`config.mk`:
```
export PLATFORM = sky130hd
export DESIGN_NAME = fifodual_enq_sched
export DESIGN_NICKNAME = d
export VERILOG_FILES = /design/src/rtl/fifodual_pkg.sv /design/src/rtl/fifodual_enq_sched_rr_pick2.sv /design/src/rtl/fifodual_enq_sched.sv
export SDC_FILE = /design/constraint.sdc
export NUM_CORES = 1
export LEC_CHECK = 0
export BUFFER_PORTS_ARGS = -buffer_cell sky130_fd_sc_hd__buf_2
export CAP_MARGIN = 5
export CELL_PAD_IN_SITES_DETAIL_PLACEMENT = 0
export CELL_PAD_IN_SITES_GLOBAL_PLACEMENT = 1
export CORE_MARGIN = 5
export CORE_UTILIZATION = 37
export DETAILED_ROUTE_END_ITERATION = 8
export PLACE_DENSITY = 0.86
export SETUP_SLACK_MARGIN = 0.15
export SLEW_MARGIN = 20
export SYNTH_ARGS = -nofsm -noshare
export SYNTH_HDL_FRONTEND = slang
export SYNTH_HIERARCHICAL = 1
export SYNTH_SLANG_ARGS = --single-unit
```
`constraint.sdc`:
```
create_clock -name clk -period 14.7 [get_ports clk]
set_input_delay 0.735 -clock clk [delete_from_list [all_inputs] [get_ports clk]]
set_output_delay 0.735 -clock clk [all_outputs]
set_load 0.02 [all_outputs]
```
`src/rtl/fifodual_pkg.sv`:
```
// Shared definitions for the dual-enqueue FIFO scheduler.
package fifodual_pkg;

  localparam int DWIDTH_DEF     = 64;
  localparam int QUEUE_SIZE_DEF = 21;

  typedef enum logic {
    PORT_A = 1'b0,
    PORT_B = 1'b1
  } enq_port_t;

  localparam int ERR_OVF = 0;
  localparam int ERR_UNF = 1;

endpackage

```
`src/rtl/fifodual_enq_sched_rr_pick2.sv`:
```
// Combinational round-robin finder: picks up to two requesters starting at
// the pointer, first hit to port A, second to port B, limited by budget.
module rr_pick2
  import fifodual_pkg::*;
#(
  parameter int NREQ = 4,
  parameter int PW   = $clog2(NREQ)
) (
  input  logic [NREQ-1:0] i_req,
  input  logic [PW-1:0]   i_rr_ptr,
  input  logic [1:0]      i_budget,
  output logic [NREQ-1:0] o_grant_a,
  output logic [NREQ-1:0] o_grant_b,
  output logic            o_valid_a,
  output logic            o_valid_b,
  output logic [PW-1:0]   o_next_ptr
);

  logic [NREQ-1:0] w_grant_a;
  logic [NREQ-1:0] w_grant_b;
  logic            w_valid_a;
  logic            w_valid_b;
  logic [PW:0]     w_sum;
  logic [PW-1:0]   w_idx;
  logic [PW-1:0]   w_last;
  logic [PW-1:0]   w_next;

  // Scan requesters from the pointer with wrap, assigning A then B.
  always_comb begin
    w_grant_a = '0;
    w_grant_b = '0;
    w_valid_a = 1'b0;
    w_valid_b = 1'b0;
    w_sum     = '0;
    w_idx     = '0;
    w_last    = '0;
    for (int k = 0; k < NREQ; k++) begin
      w_sum = {1'b0, i_rr_ptr} + (PW+1)'(k);
      if (w_sum >= (PW+1)'(NREQ)) begin
        w_sum = w_sum - (PW+1)'(NREQ);
      end else begin
        w_sum = w_sum;
      end
      w_idx = w_sum[PW-1:0];
      if (i_req[w_idx]) begin
        if (!w_valid_a) begin
          if (i_budget != 2'd0) begin
            w_grant_a[w_idx] = 1'b1;
            w_valid_a        = 1'b1;
            w_last           = w_idx;
          end else begin
            w_valid_a = 1'b0;
          end
        end else if (!w_valid_b) begin
          if (i_budget == 2'd2) begin
            w_grant_b[w_idx] = 1'b1;
            w_valid_b        = 1'b1;
            w_last           = w_idx;
          end else begin
            w_valid_b = 1'b0;
          end
        end else begin
          w_valid_b = w_valid_b;
        end
      end else begin
        w_idx = w_idx;
      end
    end
  end

  // Next pointer follows the last granted requester; hold when idle.
  always_comb begin
    w_next = i_rr_ptr;
    if (w_valid_a) begin
      if (w_last == PW'(NREQ-1)) begin
        w_next = '0;
      end else begin
        w_next = w_last + PW'(1);
      end
    end else begin
      w_next = i_rr_ptr;
    end
  end

  assign o_grant_a  = w_grant_a;
  assign o_grant_b  = w_grant_b;
  assign o_valid_a  = w_valid_a;
  assign o_valid_b  = w_valid_b;
  assign o_next_ptr = w_next;

endmodule

```
`src/rtl/fifodual_enq_sched.sv`:
```
// Credit-based dual-port enqueue scheduler in front of a shared FIFO.
// Credits are taken at grant time so in-flight entries are already counted.
module fifodual_enq_sched
  import fifodual_pkg::*;
#(
  parameter int NREQ       = 4,
  parameter int DWIDTH     = DWIDTH_DEF,
  parameter int QUEUE_SIZE = QUEUE_SIZE_DEF,
  parameter int CWIDTH     = $clog2(QUEUE_SIZE+1)
) (
  input  logic                     clk,
  input  logic                     rst,
  input  logic [NREQ-1:0]          req_valid,
  input  logic [NREQ*DWIDTH-1:0]   req_data,
  output logic [NREQ-1:0]          req_ready,
  output logic                     inA_enque_en,
  output logic [DWIDTH-1:0]        inA_data,
  output logic                     inB_enque_en,
  output logic [DWIDTH-1:0]        inB_data,
  input  logic                     fifo_in_valid,
  input  logic                     deq_fire,
  output logic [CWIDTH-1:0]        credits,
  output logic [31:0]              enq_total,
  output logic [1:0]               err
);

  localparam int PW = $clog2(NREQ);

  logic [CWIDTH-1:0] r_credits;
  logic [PW-1:0]     r_rr_ptr;
  logic              r_a_en;
  logic              r_b_en;
  logic [DWIDTH-1:0] r_a_data;
  logic [DWIDTH-1:0] r_b_data;
  logic [31:0]       r_enq_total;
  logic [1:0]        r_err;

  logic [1:0]        w_budget;
  logic [NREQ-1:0]   w_grant_a;
  logic [NREQ-1:0]   w_grant_b;
  logic              w_valid_a;
  logic              w_valid_b;
  logic [PW-1:0]     w_next_ptr;
  logic [NREQ-1:0]   w_ready;
  logic [DWIDTH-1:0] w_data_a;
  logic [DWIDTH-1:0] w_data_b;
  logic [1:0]        w_ngrant;
  logic [CWIDTH:0]   w_cr_ext;
  logic [CWIDTH-1:0] w_cr_next;
  logic              w_unf;
  logic              w_ovf;

  // Grant budget is min(2, credits); a same-cycle dequeue does not add to it.
  always_comb begin
    w_budget = 2'd0;
    if (r_credits >= CWIDTH'(2)) begin
      w_budget = 2'd2;
    end else if (r_credits == CWIDTH'(1)) begin
      w_budget = 2'd1;
    end else begin
      w_budget = 2'd0;
    end
  end

  rr_pick2 #(
    .NREQ (NREQ),
    .PW   (PW)
  ) u_pick (
    .i_req      (req_valid),
    .i_rr_ptr   (r_rr_ptr),
    .i_budget   (w_budget),
    .o_grant_a  (w_grant_a),
    .o_grant_b  (w_grant_b),
    .o_valid_a  (w_valid_a),
    .o_valid_b  (w_valid_b),
    .o_next_ptr (w_next_ptr)
  );

  // Ready is the grant itself, forced low while reset is asserted.
  always_comb begin
    w_ready = '0;
    if (rst) begin
      w_ready = '0;
    end else begin
      w_ready = w_grant_a | w_grant_b;
    end
  end

  // Select the granted requesters' data from the one-hot grants.
  always_comb begin
    w_data_a = '0;
    w_data_b = '0;
    for (int i = 0; i < NREQ; i++) begin
      if (w_grant_a[i]) begin
        w_data_a = w_data_a | req_data[i*DWIDTH +: DWIDTH];
      end else begin
        w_data_a = w_data_a;
      end
      if (w_grant_b[i]) begin
        w_data_b = w_data_b | req_data[i*DWIDTH +: DWIDTH];
      end else begin
        w_data_b = w_data_b;
      end
    end
  end

  // Next credit value; a dequeue report with a full credit pool is an error
  // and the counter saturates instead of exceeding the FIFO size.
  always_comb begin
    w_ngrant  = {1'b0, w_valid_a} + {1'b0, w_valid_b};
    w_unf     = deq_fire && (r_credits == CWIDTH'(QUEUE_SIZE)) && !w_valid_a;
    w_ovf     = (r_a_en || r_b_en) && !fifo_in_valid;
    w_cr_ext  = '0;
    w_cr_next = r_credits;
    if (w_unf) begin
      w_cr_next = r_credits;
    end else begin
      w_cr_ext  = {1'b0, r_credits} - (CWIDTH+1)'(w_ngrant)
                  + (CWIDTH+1)'(deq_fire);
      w_cr_next = w_cr_ext[CWIDTH-1:0];
    end
  end

  // Credit counter and round-robin pointer.
  always_ff @(posedge clk or posedge rst) begin
    if (rst) begin
      r_credits <= CWIDTH'(QUEUE_SIZE);
      r_rr_ptr  <= '0;
    end else begin
      r_credits <= w_cr_next;
      r_rr_ptr  <= w_next_ptr;
    end
  end

  // Registered enqueue stage; data holds when the strobe is low.
  always_ff @(posedge clk or posedge rst) begin
    if (rst) begin
      r_a_en   <= 1'b0;
      r_b_en   <= 1'b0;
      r_a_data <= '0;
      r_b_data <= '0;
    end else begin
      r_a_en <= w_valid_a;
      r_b_en <= w_valid_b;
      if (w_valid_a) begin
        r_a_data <= w_data_a;
      end else begin
        r_a_data <= r_a_data;
      end
      if (w_valid_b) begin
        r_b_data <= w_data_b;
      end else begin
        r_b_data <= r_b_data;
      end
    end
  end

  // Enqueue statistics and sticky error flags.
  always_ff @(posedge clk or posedge rst) begin
    if (rst) begin
      r_enq_total <= 32'd0;
      r_err       <= 2'b00;
    end else begin
      r_enq_total <= r_enq_total + {31'd0, r_a_en} + {31'd0, r_b_en};
      if (w_ovf) begin
        r_err[ERR_OVF] <= 1'b1;
      end else begin
        r_err[ERR_OVF] <= r_err[ERR_OVF];
      end
      if (w_unf) begin
        r_err[ERR_UNF] <= 1'b1;
      end else begin
        r_err[ERR_UNF] <= r_err[ERR_UNF];
      end
    end
  end

  assign req_ready    = w_ready;
  assign inA_enque_en = r_a_en;
  assign inA_data     = r_a_data;
  assign inB_enque_en = r_b_en;
  assign inB_data     = r_b_data;
  assign credits      = r_credits;
  assign enq_total    = r_enq_total;
  assign err          = r_err;

endmodule

```
# == Yosys cells after proc, flatten, opt, wreduce, memory -nomap -nowiden ==
# Cells that the tools add are included.
# totals
reg_bits,171
inputBits,264
out_inout_bits,173
wordCells,149
# op_classes
add_sub_neg,13
n_lt_le_gt_ge,13
eq_ne,4
mux,87
bitwise_logic,12
reduce_logical,11
# ops
cell,count
64-bit two-way mux,8
64-bit OR,6
4-bit two-way mux,23
32-bit by 1-bit adder with 32-bit output,2
2-bit two-way mux,22
1-bit two-way mux,26
4-bit OR,6
2-bit by 3-bit < comparator with 1-bit output (second input constant),4
3-bit >= comparator (second input constant),3
1-bit binary-select mux with 2-bit select,4
1-bit demux with 2-bit select,4
2-bit by 1-bit >= comparator with 1-bit output (second input constant),4
2-bit by 1-bit subtractor with 2-bit output (second input constant),4
1-bit logical AND,7
2-bit by 2-bit adder with 3-bit output (second input constant),2
5-bit by 1-bit adder with 5-bit output,1
5-bit by 1-bit equality test with 1-bit output (second input constant),1
5-bit equality test (second input constant),1
5-bit by 2-bit >= comparator with 1-bit output (second input constant),1
5-bit by 2-bit subtractor with 5-bit output,1
2-bit equality test (second input constant),2
2-bit by 1-bit adder with 3-bit output (second input constant),1
2-bit by 3-bit >= comparator with 1-bit output (second input constant),1
1-bit by 1-bit adder with 2-bit output,1
other kinds (4),5

# == Depth between registers and ports, before layout ==
# logic_depth
ltp_word,27
mapped_depth,22

# == Cells and area by module ==
# Netlist, hierarchy kept.
# by_module_without_submodules
mod,instances,cells_each,area_each_um2,seq_area_each_um2
fifodual_enq_sched,1,912,8883.5,4282.9
rr_pick2,1,110,789.5,0.0

# == Worst setup path after synthesis ==
# No wires, ideal clock.
# synth_path
kind,reg-to-reg
startpoint,register r_rr_ptr[0]
endpoint,register r_credits[3] (netlist: credits[3])
arrival_time_ns,4.285
setup_slack_ns,10.282
stages_incl_launch_ff,23
n_path_buf,6
period_less_slack_ns,4.418
path_cell_list,dfrtp_1 > buf_6 > buf_2 > inv_1 > ha_1 > clkbuf_1 > mux4_2 > and2_1 > clkbuf_1 > o21bai_1 > a21oi_1 > clkbuf_1 > clkbuf_1 > inv_1 > fa_1 > inv_1 > ha_1 > inv_1 > ha_1 > inv_1 > fa_1 > xnor2_1 > mux2i_1
# synth_between
elab_chain_cells,16
# synth_lines
item,line,text
"start, declared",fifodual_enq_sched.sv:30,logic [PW-1:0] r_rr_ptr;
"start signal, assigned",fifodual_enq_sched.sv:131,r_rr_ptr <= w_next_ptr;
"parallel branches: the longest is 12 deep, another holds 2-bit by 1-bit adder with 3-bit output",n/a,
1-bit two-way mux *,fifodual_enq_sched_rr_pick2.sv:45,if (i_req[w_idx]) begin
named net w_valid_b,fifodual_enq_sched.sv:42,logic w_valid_b;
1-bit by 1-bit adder with 2-bit output *,fifodual_enq_sched.sv:110,"w_ngrant = {1'b0, w_valid_a} + {1'b0, w_valid_b};"
5-bit by 2-bit subtractor with 5-bit output *,fifodual_enq_sched.sv:118,"w_cr_ext = {1'b0, r_credits} - (CWIDTH+1)'(w_ngrant)"
5-bit by 1-bit adder with 5-bit output *,fifodual_enq_sched.sv:119,+ (CWIDTH+1)'(deq_fire);
"end signal, assigned",fifodual_enq_sched.sv:127,r_credits <= CWIDTH'(QUEUE_SIZE);
"end signal, assigned",fifodual_enq_sched.sv:130,r_credits <= w_cr_next;
"end, declared",fifodual_enq_sched.sv:29,logic [CWIDTH-1:0] r_credits;
# Mark *: on every way through the listed nets, which the timed path passes. The select of a mux whose other input is x is not followed.
# A chain may end at the register's enable or synchronous reset.

# == Worst setup path in the final report ==
# layout_path
startpoint,register r_rr_ptr[0]
endpoint,output port req_ready[0]
# layout_between
elab_chain_cells,22
# layout_lines
item,line,text
"parallel branches: the longest is 19 deep, another holds 2-bit by 1-bit adder with 3-bit output",n/a,
4-bit two-way mux *,fifodual_enq_sched_rr_pick2.sv:45,
named net w_grant_a[0],fifodual_enq_sched.sv:39,logic [NREQ-1:0] w_grant_a;
4-bit OR *,fifodual_enq_sched.sv:85,w_ready = w_grant_a | w_grant_b;
4-bit two-way mux *,fifodual_enq_sched.sv:82,if (rst) begin
"end, declared",fifodual_enq_sched.sv:15,"output logic [NREQ-1:0] req_ready,"
# Marks and branches as above.

==> run summary <==
Post-Route WL - 42.94 mm
Top layer reached by signal wires - met5
Clock Skew - 14.08 ps
I/O Pins - 437
Core Area - 25,910 um^2
Final worst path period need - 5189 ps
Area grow syn2layout - 30.99%
Vias post-DR - 10,731
Top FF cell, synth - dfrtp_1
Fillcell total - 2,539
Pin count of the biggest net entering global routing - 108
P per Cell Area - 312.1 nW/um^2
Fin worst setup slack - 9511 ps
Die H - 171.7 um
WP data arrival - 4450 ps
Vias per cell - 6.139
RSZ-0062 raised after global routing - false
Flop and latch count out of synthesis - 171
Site Rows - 59
Final setup viols - 0
VDD IR max - 197.9 uV
Post-DP HPWL - 30.68 mm
Storage element area - 4283 um^2
Critical Path RT - 13,970 ps
Nets@finish - 1,681
Rel. slew slack - 0.2752
Leak - 5.836 nW
CTS tree - built
Average wire per standard cell - 24.57 um
Worst slew pin tran - 1083 ps
Share of the yosys chip area belonging to registers - 0.4428
Critical Path Source Type - flop
Netlist cell types - 52
M1 WL - 16.11 mm
Final GP Congestion - 0.9049
Status - finished, final reports clean
Post-CTS Resized - 0
FFs w/ async S/R, synth - 1.000
Pins Over Slew Limit - 0
Post-cts hold buffer count - 0
Max Root-Sink Buffers - 2
Mapped Area - 9673 um^2
Total gr overflow - 0
Worst min-delay path class - in -> async
DR WL met2 - 21.15 mm
Period utilization - 0.3530
First-pass GRT wire length - 63.66 mm
WS Path Type - reg -> out
Aggregate global-route resource usage - 0.2778
Critical Path Fanout Max - 44
Die Span X - 171.7 um
Worst-path clk slew - 80 ps
Setup crit end kind - output pin
Net count after synthesis - 1,306
Postcts setup bufs - 0
CTS Buf Count - 17
Multi-input logic area - 5014 um^2
Number of global-route vias before repair - 10,519
Worst skew pair latency - 420 ps
Initial drt markers - 1,288
Post-route ant nets - 0
Root Buffer - clkbuf_16
Initial antenna violation count - 8
Fin Setup TNS - 0 ps
# DRC - 0
Syn avg cell area - 9.465 um^2
Post-Syn Instances - 1,022
Hold Vio Cnt, Final - 0
# H-tree levels - 4
Clk sink count - 171
Router iterations before antenna repair - 7
Synth Warn # - 6
Max Freq - 0.1927 GHz
Dpl ws - 9930 ps
Post-synth EDFFs - 0
Worst Reg-to-Reg Cells - 17
PortBufs - 436
Full die area - 29,480 um^2
Max Cap Viol - 0
Starting Density - 0.3733
Share of layout cells above drive strength 1 - 0.3653
Met3 wire len - 4.496 mm
==> layer usage <==
metal | global-route usage | vias up
met1 | 0.3568 | 5218
met5 | 0 | -
met3 | 0.06642 | 86
li1 | - | 4694
met4 | 0.08233 | 6
met2 | 0.4671 | 727
==> area by class of cell <==
| type | count | area share |
|---|---|---|
| timing repair buffer | 450 | 0.1805 |
| clock buffer | 17 | 0.03357 |
| sequential | 171 | 0.3380 |
| multi-input combinational | 736 | 0.3957 |
| clock inverter | 12 | 0.01116 |
| inverter | 21 | 0.006813 |
| antenna | 6 | 0.001185 |
| tap | 335 | 0.03308 |
==> critical path: stages, from the launching register on <==
cell      delay (ps)
dfrtp_1          740
inv_1            210
ha_1             490
mux2i_1          180
nor2_1           240
a221oi_1         110
or3_1            370
a21oi_4          640
buf_4            620
nor2_1           120
nor2_1           110
buf_2            170
==> cells in the final DEF, fill, tap and decap left out, types with 7 or more instances in the layout <==
| cell type | instances |
|---|---|
| clkbuf_16 | 17 |
| a31oi_1 | 129 |
| xnor2_1 | 12 |
| nor2_1 | 157 |
| a22oi_1 | 256 |
| nand4_1 | 11 |
| nand3_1 | 10 |
| inv_1 | 20 |
| nand2_1 | 22 |
| dfrtp_1 | 168 |
| mux2i_1 | 9 |
| buf_4 | 14 |
| ha_1 | 17 |
| buf_2 | 436 |
| o21ai_0 | 7 |
| xor2_1 | 21 |
==> cells in the mapped netlist, drive strengths merged (3+ instances only) <==
cell type / instances / area, um^2
a22oi: 256 / 1922
dfrtp: 168 / 4204
nor2: 158 / 593.1
a31oi: 129 / 807.0
clkbuf: 65 / 244.0
buf: 29 / 127.6
nand2: 26 / 97.59
inv: 21 / 78.83
xor2: 21 / 183.9
ha: 17 / 212.7
nand4: 12 / 90.09
xnor2: 12 / 105.1
nand3: 11 / 60.06
nor4: 10 / 130.1
mux2i: 9 / 90.09
o21ai: 8 / 43.79
a21oi: 6 / 30.03
and3: 6 / 37.54
nor3: 6 / 35.03
a32oi: 5 / 43.79
or3: 5 / 36.28
a221oi: 4 / 35.03
mux4: 4 / 93.84
nor2b: 4 / 25.02
and4: 3 / 26.28
dfstp: 3 / 78.83
fa: 3 / 60.06
o21bai: 3 / 22.52
==> state kept, by name, indices dropped and copies added (netlist names) <==
name	count
enq_total	32
r_rr_ptr	2
credits	5
err	2
inA_data	64
inA_enque_en	1
inB_data	64
inB_enque_en	1
==> worst paths after layout <==
kind	start	end	slack [ps]
max	r_rr_ptr[0]	req_ready[0]	9510
min	rst	inB_data[5]	470
max reg2reg	r_rr_ptr[0]	credits[3]	9920
min reg2reg	err[0]	err[0]	480
max in group asynchronous	rst	inA_data[22]	12820
min in group clk	err[0]	err[0]	480
==> report_power, final <==
group,switching [mW],internal [mW]
Combinational,1.71,0.898
Clock,0.204,0.250
Sequential,0.166,0.731
==> cell families after synthesis <==
| group | synth area share |
|---|---|
| compound gates | 0.3059 |
| buf+inv | 0.04657 |
| fa+ha+maj | 0.02820 |
| flops | 0.4428 |
| simple gates | 0.1253 |
| mux | 0.02134 |
| xor+xnor | 0.02988 |
==> metrics by stage <==
stage               power, mW    util  instance area, um^2  cells  hold WS (ps)
floorplan               2.666       -                 9673   1022         572.7
global placement        3.451  0.4665                12090   1713         452.4
detailed placement      3.490  0.4665                12090   1713         460.6
CTS                     3.950  0.4883                12650   1742         476.2
global route            4.252  0.4888                12670   1746         487.8
finish                  3.954  0.4890                12670   1748         474.3
(Power assumes the default switching activity.)
